<file path="config.mk">
export PLATFORM = sky130hd
export DESIGN_NAME = an_encoder_n29_5x5
export DESIGN_NICKNAME = d
export VERILOG_FILES = /design/src/rtl/an_encoder_n29_5x5.sv
export SDC_FILE = /design/constraint.sdc
export NUM_CORES = 1
export LEC_CHECK = 0
export ABC_CLOCK_PERIOD_IN_PS = 10420
export BUFFER_PORTS_ARGS = -buffer_cell sky130_fd_sc_hd__clkbuf_2
export CAP_MARGIN = 20
export CORE_MARGIN = 2
export CORE_UTILIZATION = 57
export DETAILED_ROUTE_END_ITERATION = 8
export GPL_TIMING_DRIVEN = 0
export PLACE_DENSITY_LB_ADDON = 0.2
export SETUP_SLACK_MARGIN = 0.5
export SYNTH_ARGS = -nofsm -noshare
export SYNTH_HDL_FRONTEND = slang
export SYNTH_SLANG_ARGS = --single-unit
export TNS_END_PERCENT = 1
</file>
<file path="constraint.sdc">
create_clock -name clk -period 10.42 [get_ports clk]
set_input_delay 2.084 -clock clk [delete_from_list [all_inputs] [get_ports clk]]
set_output_delay 2.084 -clock clk [all_outputs]
set_load 0.05 [all_outputs]
</file>
<file path="src/rtl/an_encoder_n29_5x5.sv">
// Collects 25 messages into a 5x5 block of AN codewords (cw = 29*m) for the
// matching decoder array. Partial blocks can be closed early with zero padding.
module an_encoder_n29_5x5 #(
    parameter int A     = 29,
    parameter int MSG_W = 10,
    parameter int CW_W  = 14
) (
    input  logic             clk,
    input  logic             rst_n,
    input  logic             in_valid,
    output logic             in_ready,
    input  logic [MSG_W-1:0] in_msg,
    input  logic             flush,
    output logic             out_valid,
    input  logic             out_ready,
    output logic [CW_W-1:0]  OUT0,
    output logic [CW_W-1:0]  OUT1,
    output logic [CW_W-1:0]  OUT2,
    output logic [CW_W-1:0]  OUT3,
    output logic [CW_W-1:0]  OUT4,
    output logic [CW_W-1:0]  OUT5,
    output logic [CW_W-1:0]  OUT6,
    output logic [CW_W-1:0]  OUT7,
    output logic [CW_W-1:0]  OUT8,
    output logic [CW_W-1:0]  OUT9,
    output logic [CW_W-1:0]  OUT10,
    output logic [CW_W-1:0]  OUT11,
    output logic [CW_W-1:0]  OUT12,
    output logic [CW_W-1:0]  OUT13,
    output logic [CW_W-1:0]  OUT14,
    output logic [CW_W-1:0]  OUT15,
    output logic [CW_W-1:0]  OUT16,
    output logic [CW_W-1:0]  OUT17,
    output logic [CW_W-1:0]  OUT18,
    output logic [CW_W-1:0]  OUT19,
    output logic [CW_W-1:0]  OUT20,
    output logic [CW_W-1:0]  OUT21,
    output logic [CW_W-1:0]  OUT22,
    output logic [CW_W-1:0]  OUT23,
    output logic [CW_W-1:0]  OUT24,
    output logic [24:0]      ovf_mask
);
    localparam int NSLOT = 25;
    localparam int MAX_M = ((1 << CW_W) - 1) / A;

    typedef enum logic {FILL = 1'b0, HOLD = 1'b1} state_t;

    state_t          r_state, w_state_next;
    logic [4:0]      r_idx, w_idx_next;
    logic [CW_W-1:0] r_slot [NSLOT];
    logic [24:0]     r_mask;

    logic            w_accept;
    logic            w_pad_en;
    logic [4:0]      w_pad_start;
    logic [CW_W:0]   w_m_ext;
    logic [CW_W-1:0] w_cw;
    logic            w_ovf;
    logic [24:0]     w_wr;
    logic [24:0]     w_clr;

    assign in_ready  = (r_state == FILL) && rst_n;
    assign out_valid = (r_state == HOLD);
    assign w_accept  = in_valid && in_ready;

    assign w_m_ext = {{(CW_W + 1 - MSG_W){1'b0}}, in_msg};
    assign w_cw    = CW_W'((w_m_ext << 4) + (w_m_ext << 3) + (w_m_ext << 2) + w_m_ext);
    assign w_ovf   = (int'(in_msg) > MAX_M);

    // Padding begins after the slot being written this cycle, if any.
    assign w_pad_start = w_accept ? (r_idx + 5'd1) : r_idx;
    assign w_pad_en    = flush && (r_state == FILL) &&
                         (w_accept ? (r_idx != 5'd24) : (r_idx != 5'd0));

    genvar gi;
    generate
        for (gi = 0; gi < NSLOT; gi++) begin : g_slot_ctl
            assign w_wr[gi]  = w_accept && (r_idx == 5'(gi));
            assign w_clr[gi] = w_pad_en && (5'(gi) >= w_pad_start);
        end
    endgenerate

    always_comb begin
        w_state_next = r_state;
        w_idx_next   = r_idx;
        case (r_state)
            FILL: begin
                if ((w_accept && (r_idx == 5'd24)) || w_pad_en) begin
                    w_state_next = HOLD;
                    w_idx_next   = 5'd0;
                end else if (w_accept) begin
                    w_idx_next = r_idx + 5'd1;
                end
            end
            HOLD: begin
                if (out_ready) w_state_next = FILL;
            end
            default: w_state_next = FILL;
        endcase
    end

    always_ff @(posedge clk) begin
        if (!rst_n) begin
            r_state <= FILL;
            r_idx   <= 5'd0;
        end else begin
            r_state <= w_state_next;
            r_idx   <= w_idx_next;
        end
    end

    always_ff @(posedge clk) begin
        if (!rst_n) begin
            for (int k = 0; k < NSLOT; k++) r_slot[k] <= '0;
            r_mask <= '0;
        end else begin
            for (int k = 0; k < NSLOT; k++) begin
                if (w_wr[k]) begin
                    r_slot[k] <= w_ovf ? '0 : w_cw;
                    r_mask[k] <= w_ovf;
                end else if (w_clr[k]) begin
                    r_slot[k] <= '0;
                    r_mask[k] <= 1'b0;
                end
            end
        end
    end

    assign ovf_mask = r_mask;
    assign OUT0  = r_slot[0];
    assign OUT1  = r_slot[1];
    assign OUT2  = r_slot[2];
    assign OUT3  = r_slot[3];
    assign OUT4  = r_slot[4];
    assign OUT5  = r_slot[5];
    assign OUT6  = r_slot[6];
    assign OUT7  = r_slot[7];
    assign OUT8  = r_slot[8];
    assign OUT9  = r_slot[9];
    assign OUT10 = r_slot[10];
    assign OUT11 = r_slot[11];
    assign OUT12 = r_slot[12];
    assign OUT13 = r_slot[13];
    assign OUT14 = r_slot[14];
    assign OUT15 = r_slot[15];
    assign OUT16 = r_slot[16];
    assign OUT17 = r_slot[17];
    assign OUT18 = r_slot[18];
    assign OUT19 = r_slot[19];
    assign OUT20 = r_slot[20];
    assign OUT21 = r_slot[21];
    assign OUT22 = r_slot[22];
    assign OUT23 = r_slot[23];
    assign OUT24 = r_slot[24];
endmodule

</file>
Yosys cells after proc, flatten, opt, wreduce, memory -nomap -nowiden
Memory sizes are Yosys's and may differ from the RTL's.
Index checks and enable logic that the tools add are counted.
- add/subtract/negate cells: 4
- $mul: 0
- divide/modulo/power cells: 0
- magnitude comparators: 26
- equal/unequal tests: 25
- shift-type cells: 0
- muxes and demuxes: 283
- bitwise operators: 51
- reductions and logical operators: 82
- operators by type and width (operator ; number):
    14-bit two-way mux ; 51
    1-bit two-way mux ; 229
    1-bit logical AND ; 54
    1-bit OR ; 50
    2-bit nonzero test ; 25
    5-bit equality test (second input constant) ; 9
    5-bit >= comparator (first input constant) ; 9
    5-bit by 4-bit equality test with 1-bit output (second input constant) ; 8
    4-bit by 5-bit >= comparator with 1-bit output (first input constant) ; 8
    5-bit by 3-bit equality test with 1-bit output (second input constant) ; 4
    3-bit by 5-bit >= comparator with 1-bit output (first input constant) ; 4
    14-bit by 10-bit adder with 14-bit output ; 1
    14-bit by 12-bit adder with 14-bit output ; 1
    14-bit by 13-bit adder with 14-bit output ; 1
    5-bit by 2-bit equality test with 1-bit output (second input constant) ; 2
    1-bit by 5-bit >= comparator with 1-bit output (first input constant) ; 2
    2-bit by 5-bit >= comparator with 1-bit output (first input constant) ; 2
    10-bit greater-than comparator (second input constant) ; 1
    5-bit two-way mux ; 2
    5-bit by 1-bit adder with 5-bit output (second input constant) ; 1
    5-bit by 1-bit equality test with 1-bit output (second input constant) ; 1
    5-bit zero test ; 1
    5-bit inequality test (second input constant) ; 1
    5-bit nonzero test ; 1
    3 further kinds ; 3
- register bits after elaboration: 31
- bits in latches: 0
- memory bits (writable): 350
- memory bits (read-only): 0
- input bits: 15
- logic and storage cells: 499
- memories: 1
- memory list (name ; depth ; bits a word ; read ports ; clocked after memory_dff ; wr ports ; RTL line ; RTL):
    r_slot ; 25 ; 14 ; 25 ; 0 ; 25 ; 50 ; logic [CW_W-1:0] r_slot [NSLOT];

Depth between registers and ports, before layout
Gate-level depths: netlist of the first run.
- depth in word-level cells: 11
- gate-level depth with buffers: 15
- depth with buffers taken out: 13

Worst setup path before layout of the first run
No wires, ideal clock.
- path type: input to output
- from: in rst_n
- to: out in_ready
- arrival: 3481 ps
- path slack: 4855 ps
- stages: 4
- path through: buf_2 buf_2 clkbuf_1 nor2b_1
- cells in the longest elaborated chain, start to end: 1
- ends and longest elaborated chain (what ; RTL line ; RTL):
    start: declaration ; 9 ; input logic rst_n,
    1-bit logical AND ; 62 ; assign in_ready = (r_state == FILL) && rst_n;
    end: declaration ; 11 ; output logic in_ready,
Every way passes these cells.

==> results.json, run 1 <==
{
  "layout_common_cells": "clkbuf_2 (390), edfxtp_1 (350), nor2_1 (329)",
  "holdCritStartpoint": "ovf_mask[13]",
  "io_buffers": 390,
  "startpoint_type": "input pin",
  "timing.rr.start": "r_idx[0]",
  "ys_seq_area_share_pct": 72.4,
  "finalSetupTns_ns": 0,
  "clk_latency_ns": 0.53,
  "final_net_count": 1661,
  "cts_buffers": 39,
  "htreeDepth": 2,
  "avgSynthCellArea_um2": 13.2,
  "synth.distinct_cells": 62,
  "power_per_cell_area_nw_per_um2": 232,
  "yosys_warnings": 0,
  "die_y_um": 168,
  "critPathArrivalTime_ns": 6.07,
  "antenna_cells": 0,
  "drive_gt1_share_pct": 30.6,
  "leakage_nw": 7.90,
  "die_width_um": 168,
  "async_flop_share_pct": 0,
  "drt_wl_total_mm": 43.0,
  "synth-seq-cells": 381,
  "syn-num-nets": 1225,
  "areaGrowthSynthToFinish_pct": 23.7,
  "max-cap-violations": 0,
  "min_delay_path_depth": 2,
  "worstPathCellList": "clkbuf_2 -> inv_1 -> fa_1 -> fa_1 -> inv_1 -> ha_1 -> inv_1 -> fa_1 -> nand2b_1 -> a21oi_1 -> o21a_1 -> o21ai_0 -> or3b_1 -> clkbuf_1 -> clkbuf_1 -> nor2_1",
  "r2r_setup_slack_ns": 6.81,
  "fmax_mhz": 172,
  "holdWs_ns": 0.471,
  "grtUsageTotal_pct": 30.1,
  "start_util_pct": 57.5,
  "path_class": "input pin to flip-flop",
  "dpl.hpwl_mm": 31.5,
  "drv_slew": 0,
  "synth_edf_count": 350,
  "cts-root-buf": "clkbuf_16",
  "drtPass1Iterations": 5,
  "rr_endpoint": "r_slot[0][26]",
  "coreArea_um2": 26700,
  "critPathSlowestCell": "clkbuf_1",
  "max_slew.worst_pin.slew_ns": 0.981,
  "path_clk_slew_ns": 0.06,
  "crit_path_max_fanout": 10,
  "tritoncts": "yes",
  "wl_per_cell_um": 21.8,
  "grt_pass1_vias": 10711,
  "io_pins": 392,
  "grt-ovfl-total": 0,
  "worst-path-stages": 16,
  "final_common_cell": "clkbuf_2",
  "via_per_inst": 5.55,
  "max-slew-margin-rel_pct": 34.1,
  "antenna_found_initial": 0,
  "crit_buf_inv": 6,
  "post_cts_buffers": 0,
  "die_area_um2": 28300,
  "cts_resized": 0,
  "cts_buffer_depth": 3,
  "endpoint_kind": "flip-flop",
  "routabilityCongestion": 0.894,
  "fin_crit_ns": 5.83,
  "crit_path_start": "in_msg[2]",
  "fin_crit_sh_pct": 55.9,
  "grt_start_max_net_pins": 16,
  "rsz0062_at_grt": "no",
  "run_status": "complete, no violations",
  "final_hold_viol_count": 0,
  "grt_pass1_wl_mm": 63.8,
  "postRouteAntennaNets": 0,
  "finClkSkew_ns": 0.0140,
  "synthCells": 1166,
  "peakVddDrop_v": 0.000183,
  "critPathTopFamily": "buffers and inverters",
  "cts_hold_buf": 0,
  "reg2reg_depth": 9,
  "vias": 10951,
  "slowest_delay_ns": 0.64,
  "synthFlopType": "edfxtp_1",
  "clock-sinks": 381,
  "route.detailed.drc": 0,
  "crit_required_ns": 10.66,
  "drt-initial-drc-count": 1013,
  "syn_area_um2": 15400,
  "setup_violations": 0,
  "min_path_type": "flip-flop to flip-flop",
  "rows": 60,
  "holdPathEnd": "ovf_mask[13]"
}
[synth_stat cells (4+ instances only)]
| cell type | count | share of area (%) |
|---|---|---|
| nor4_1 | 4 | 0.16 |
| xnor2_1 | 5 | 0.28 |
| nor2_2 | 11 | 0.45 |
| o22ai_1 | 12 | 0.49 |
| inv_1 | 44 | 1.1 |
| nor2b_1 | 9 | 0.37 |
| dfxtp_1 | 31 | 4.0 |
| nand3b_1 | 4 | 0.20 |
| and2_1 | 8 | 0.33 |
| buf_2 | 7 | 0.23 |
| a21oi_1 | 10 | 0.33 |
| o211ai_1 | 9 | 0.44 |
| nand4_1 | 10 | 0.41 |
| nand2b_1 | 8 | 0.33 |
| o21ai_2 | 5 | 0.28 |
| o21a_1 | 4 | 0.20 |
| buf_4 | 5 | 0.24 |
| edfxtp_1 | 350 | 68 |
| ha_1 | 27 | 2.2 |
| nand3_1 | 36 | 1.2 |
| mux2i_1 | 4 | 0.26 |
| nand2_1 | 47 | 1.1 |
| nor3_1 | 30 | 0.98 |
| buf_6 | 6 | 0.44 |
| o21ai_0 | 21 | 0.68 |
| clkbuf_1 | 61 | 1.5 |
| fa_1 | 17 | 2.2 |
| a31oi_1 | 7 | 0.28 |
| nor2_1 | 329 | 8.0 |
[area by class of cell]
class | count | area, µm²
clock inverters | 13 | 101
repair buffers | 395 | 1990
inverters | 44 | 165
well taps | 341 | 427
multi-input cells | 662 | 3710
clock buffers | 58 | 1130
fillers | 1896 | 7700
flip-flops and latches | 381 | 11100
plain buffers | 79 | 369
[sequential cells by signal, indices dropped and copies added, names as in the netlist]
name	cells
r_idx	5
r_slot	350
ovf_mask	25
out_valid	1
[routing by layer]
layer	routed length, µm	track usage (%)	vias up
li1	-	-	4952
met1	16900	39.8	5369
met2	21000	49.9	540
met3	3580	6.21	90
met4	1430	10.9	0
met5	0	0	-
[metrics by stage]
stage / area (µm²) / util [%] / power [mW] / cells / worst slack [ns]
6_report: 19000 / 71.2 / 4.41 / 1973 / 4.59
5_1_grt: 19000 / 71.2 / 4.53 / 1973 / 4.33
4_1_cts: 19000 / 71.2 / 4.40 / 1973 / 4.66
3_5_place_dp: 17800 / 66.6 / 3.09 / 1902 / 4.11
3_3_place_gp: 17800 / 66.4 / 3.07 / 1897 / 4.21
2_1_floorplan: 15400 / - / 2.74 / 1166 / 4.86
[cell families after synthesis]
group / Yosys count / synth area share (%)
adders and majority gates: 44 / 4.41
buffers and inverters: 123 / 3.47
DFF: 381 / 72.4
xor gates and xnor gates: 7 / 0.448
muxes: 5 / 0.358
AOI/OAI and AO/OA: 96 / 4.51
and+or+nand+nor: 510 / 14.4
[how the worst max path moves through the flow]
stage                     slack, ns            end
final                          4.59  r_slot[1][38]
after global routing           4.33  r_slot[1][38]
after global placement         4.21  r_slot[0][39]
after detailed placement       4.11  r_slot[0][52]
after floorplan                4.86       in_ready
after CTS                      4.66  r_slot[1][38]
[power breakdown]
group / internal (mW) / leakage, nW / switching [mW]
registers: 1.84 / 3.94 / 0.0418
logic: 0.207 / 3.36 / 0.978
clock network: 0.776 / 0.601 / 0.563
[worst register-to-register path, cell delays in order (launching register included)]
cell      delay [ns]
dfxtp_1         0.38
clkbuf_1        0.40
inv_1           0.26
ha_1            0.35
or4b_4          0.25
o21ai_4         0.06
nor3_2          0.40
nand2_1         0.26
o211ai_1        0.67
buf_4           0.30
Note: power is estimated with default switching activity, not from simulation.
==> run 2, diff against run 1 <==
--- a/config.mk
+++ b/config.mk
@@ -5,11 +5,11 @@
 export SDC_FILE = /design/constraint.sdc
 export NUM_CORES = 1
 export LEC_CHECK = 0
-export ABC_CLOCK_PERIOD_IN_PS = 10420
+export ABC_CLOCK_PERIOD_IN_PS = 5210
 export BUFFER_PORTS_ARGS = -buffer_cell sky130_fd_sc_hd__clkbuf_2
 export CAP_MARGIN = 20
 export CORE_MARGIN = 2
-export CORE_UTILIZATION = 57
+export CORE_UTILIZATION = 48
 export DETAILED_ROUTE_END_ITERATION = 8
 export GPL_TIMING_DRIVEN = 0
 export PLACE_DENSITY_LB_ADDON = 0.2
==> constraint.sdc (replaced) <==
create_clock -name clk -period 5.21 [get_ports clk]
set_input_delay 1.042 -clock clk [delete_from_list [all_inputs] [get_ports clk]]
set_output_delay 1.042 -clock clk [all_outputs]
set_load 0.05 [all_outputs]
==> results.json, run 2 (synthesis results as in run 1) <==
{
  "cts_buffers": 40,
  "maxUsedRoutingLayer": "met4",
  "max_slew.worst_pin.slew_ns": 0.842,
  "antenna_found_initial": 0,
  "final_net_count": 1662,
  "io_buffers": 390,
  "dr_wl_met3_mm": 3.15,
  "areaGrowthSynthToFinish_pct": 24.1,
  "met2_length_mm": 22.1,
  "fin_util_pct": 60.5,
  "reg2reg_depth": 9,
  "drive_gt1_share_pct": 30.6,
  "worstPathCellList": "clkbuf_2 -> inv_1 -> fa_1 -> fa_1 -> inv_1 -> ha_1 -> inv_1 -> fa_1 -> nand2b_1 -> a21oi_1 -> o21a_1 -> o21ai_0 -> or3b_1 -> clkbuf_1 -> clkbuf_1 -> nor2_1",
  "post_cts_buffers": 0,
  "power_per_cell_area_nw_per_um2": 462,
  "htreeDepth": 2,
  "finalSetupTns_ns": 0,
  "grt-ovfl-total": 0,
  "peakVddDrop_v": 0.000288,
  "grt_pass1_vias": 10635,
  "tritoncts": "yes",
  "fin_crit_sh_pct": 91.1,
  "drtPass1Iterations": 5,
  "wl_met1_mm": 17.9,
  "cts-root-buf": "clkbuf_16",
  "leakage_nw": 7.89,
  "min_delay_path_depth": 2,
  "slowest_delay_ns": 0.60,
  "grtUsageTotal_pct": 26.0,
  "largest_register_ffs": 350,
  "grt_start_max_net_pins": 16,
  "stdcell_area_um2": 19100,
  "route.detailed.drc": 0,
  "setup_violations": 0,
  "drt-initial-drc-count": 798,
  "endpoint_kind": "flip-flop",
  "die_y_um": 183,
  "rr_endpoint": "r_slot[0][163]",
  "wl_per_cell_um": 21.7,
  "clock-sinks": 381,
  "max-cap-violations": 0,
  "finClkSkew_ns": 0.00818,
  "die_area_um2": 33500,
  "drv_slew": 0,
  "path_clk_slew_ns": 0.06,
  "crit_required_ns": 5.47,
  "holdCritStartpoint": "ovf_mask[5]",
  "num-fill-cells": 2600,
  "r2r_setup_slack_ns": 1.67,
  "dpl.hpwl_mm": 32.1,
  "min_path_type": "flip-flop to flip-flop",
  "crit_path_max_fanout": 10,
  "timing.rr.start": "r_idx[0]",
  "startpoint_type": "input pin",
  "die_width_um": 183,
  "cts_buffer_depth": 3,
  "path_class": "input pin to flip-flop",
  "final_common_cell": "clkbuf_2",
  "clk_latency_ns": 0.53,
  "fmax_mhz": 211,
  "layout_common_cells": "clkbuf_2 (391), edfxtp_1 (350), nor2_1 (329)",
  "start_util_pct": 48.7,
  "grt_pass1_wl_mm": 64.7,
  "fin_crit_ns": 4.74,
  "run_status": "complete, no violations",
  "dp_slack_ns": -0.0837,
  "vias": 10906,
  "rsz0062_at_grt": "yes",
  "coreArea_um2": 31600,
  "rows": 65,
  "dpl.cell_count": 1963,
  "critPathSlowestCell": "clkbuf_1",
  "holdPathEnd": "ovf_mask[5]",
  "antenna_cells": 0,
  "dpl_cell_area_um2": 17900,
  "io_pins": 392,
  "via_per_inst": 5.35,
  "layout_setup_ws_ns": 0.465,
  "routabilityCongestion": 0.911,
  "drt_wl_total_mm": 44.2,
  "critPathArrivalTime_ns": 5.00,
  "max-slew-margin-rel_pct": 43.6,
  "final_hold_viol_count": 0,
  "postRouteAntennaNets": 0,
  "regMostFlops": "r_slot",
  "fin_cells": 2037
}
run 2: worst max-delay path by stage:
| stage | slack, ns | end | startpoint | depth (start not counted) |
|---|---|---|---|---|
| after global routing | 0.34 | r_slot[0][164] | in_msg[2] | 16 |
| after CTS | 0.52 | r_slot[1][38] | in_msg[2] | 16 |
| after global placement | 0.008 | r_slot[1][39] | in_msg[3] | 13 |
| final | 0.47 | r_slot[0][10] | in_msg[2] | 16 |
| after detailed placement | -0.08 | r_slot[1][39] | in_msg[3] | 13 |
| after floorplan | 0.89 | r_slot[1][39] | in_msg[3] | 12 |
run 2: critical path, delay by kind of cell:
family | cells | cell delay [ns]
adders and majority gates | 4 | 1.47
buffers and inverters | 6 | 1.49
AOI/OAI and AO/OA | 3 | 0.53
and+or+nand+nor | 3 | 0.46
run 2: per-layer routing:
metal  global-route usage (%)  vias to the layer above
li1                         -                     4955
met1                     34.1                     5425
met2                     43.8                      456
met3                     5.42                       70
met4                     8.42                        0
met5                        0                        -
run 2: area by class of cell:
cell class              instances  area [µm²]  share of cell area [%]
flip-flops and latches        381       11100                    58.3
multi-input cells             662        3710                    19.5
repair buffers                395        1990                    10.4
clock buffers                  56        1120                    5.88
well taps                     402         503                    2.64
plain buffers                  79         370                    1.94
inverters                      44         165                   0.866
clock inverters                18        86.3                   0.452
run 2: power by group:
part	switching, mW	total, mW	internal [mW]
Sequential	0.0853	3.76	3.68
Clock	1.16	2.66	1.50
Combinational	1.97	2.38	0.416
Total	3.21	8.81	5.60
run 2: what timing repair did:
item | in CTS | in global routing
setup endpoints to repair | 20 | 40
hold buffers | 0 | 0
endpoints found under the hold margin | 0 | 0
gates resized for setup | 1 | 2
run 2: stage by stage:
| stage | total power, mW | hold slack, ns |
|---|---|---|
| 2_1_floorplan | 5.47 | 0.653 |
| 3_3_place_gp | 6.16 | 0.456 |
| 3_5_place_dp | 6.20 | 0.467 |
| 4_1_cts | 8.83 | 0.476 |
| 5_1_grt | 9.09 | 0.505 |
| 6_report | 8.81 | 0.477 |
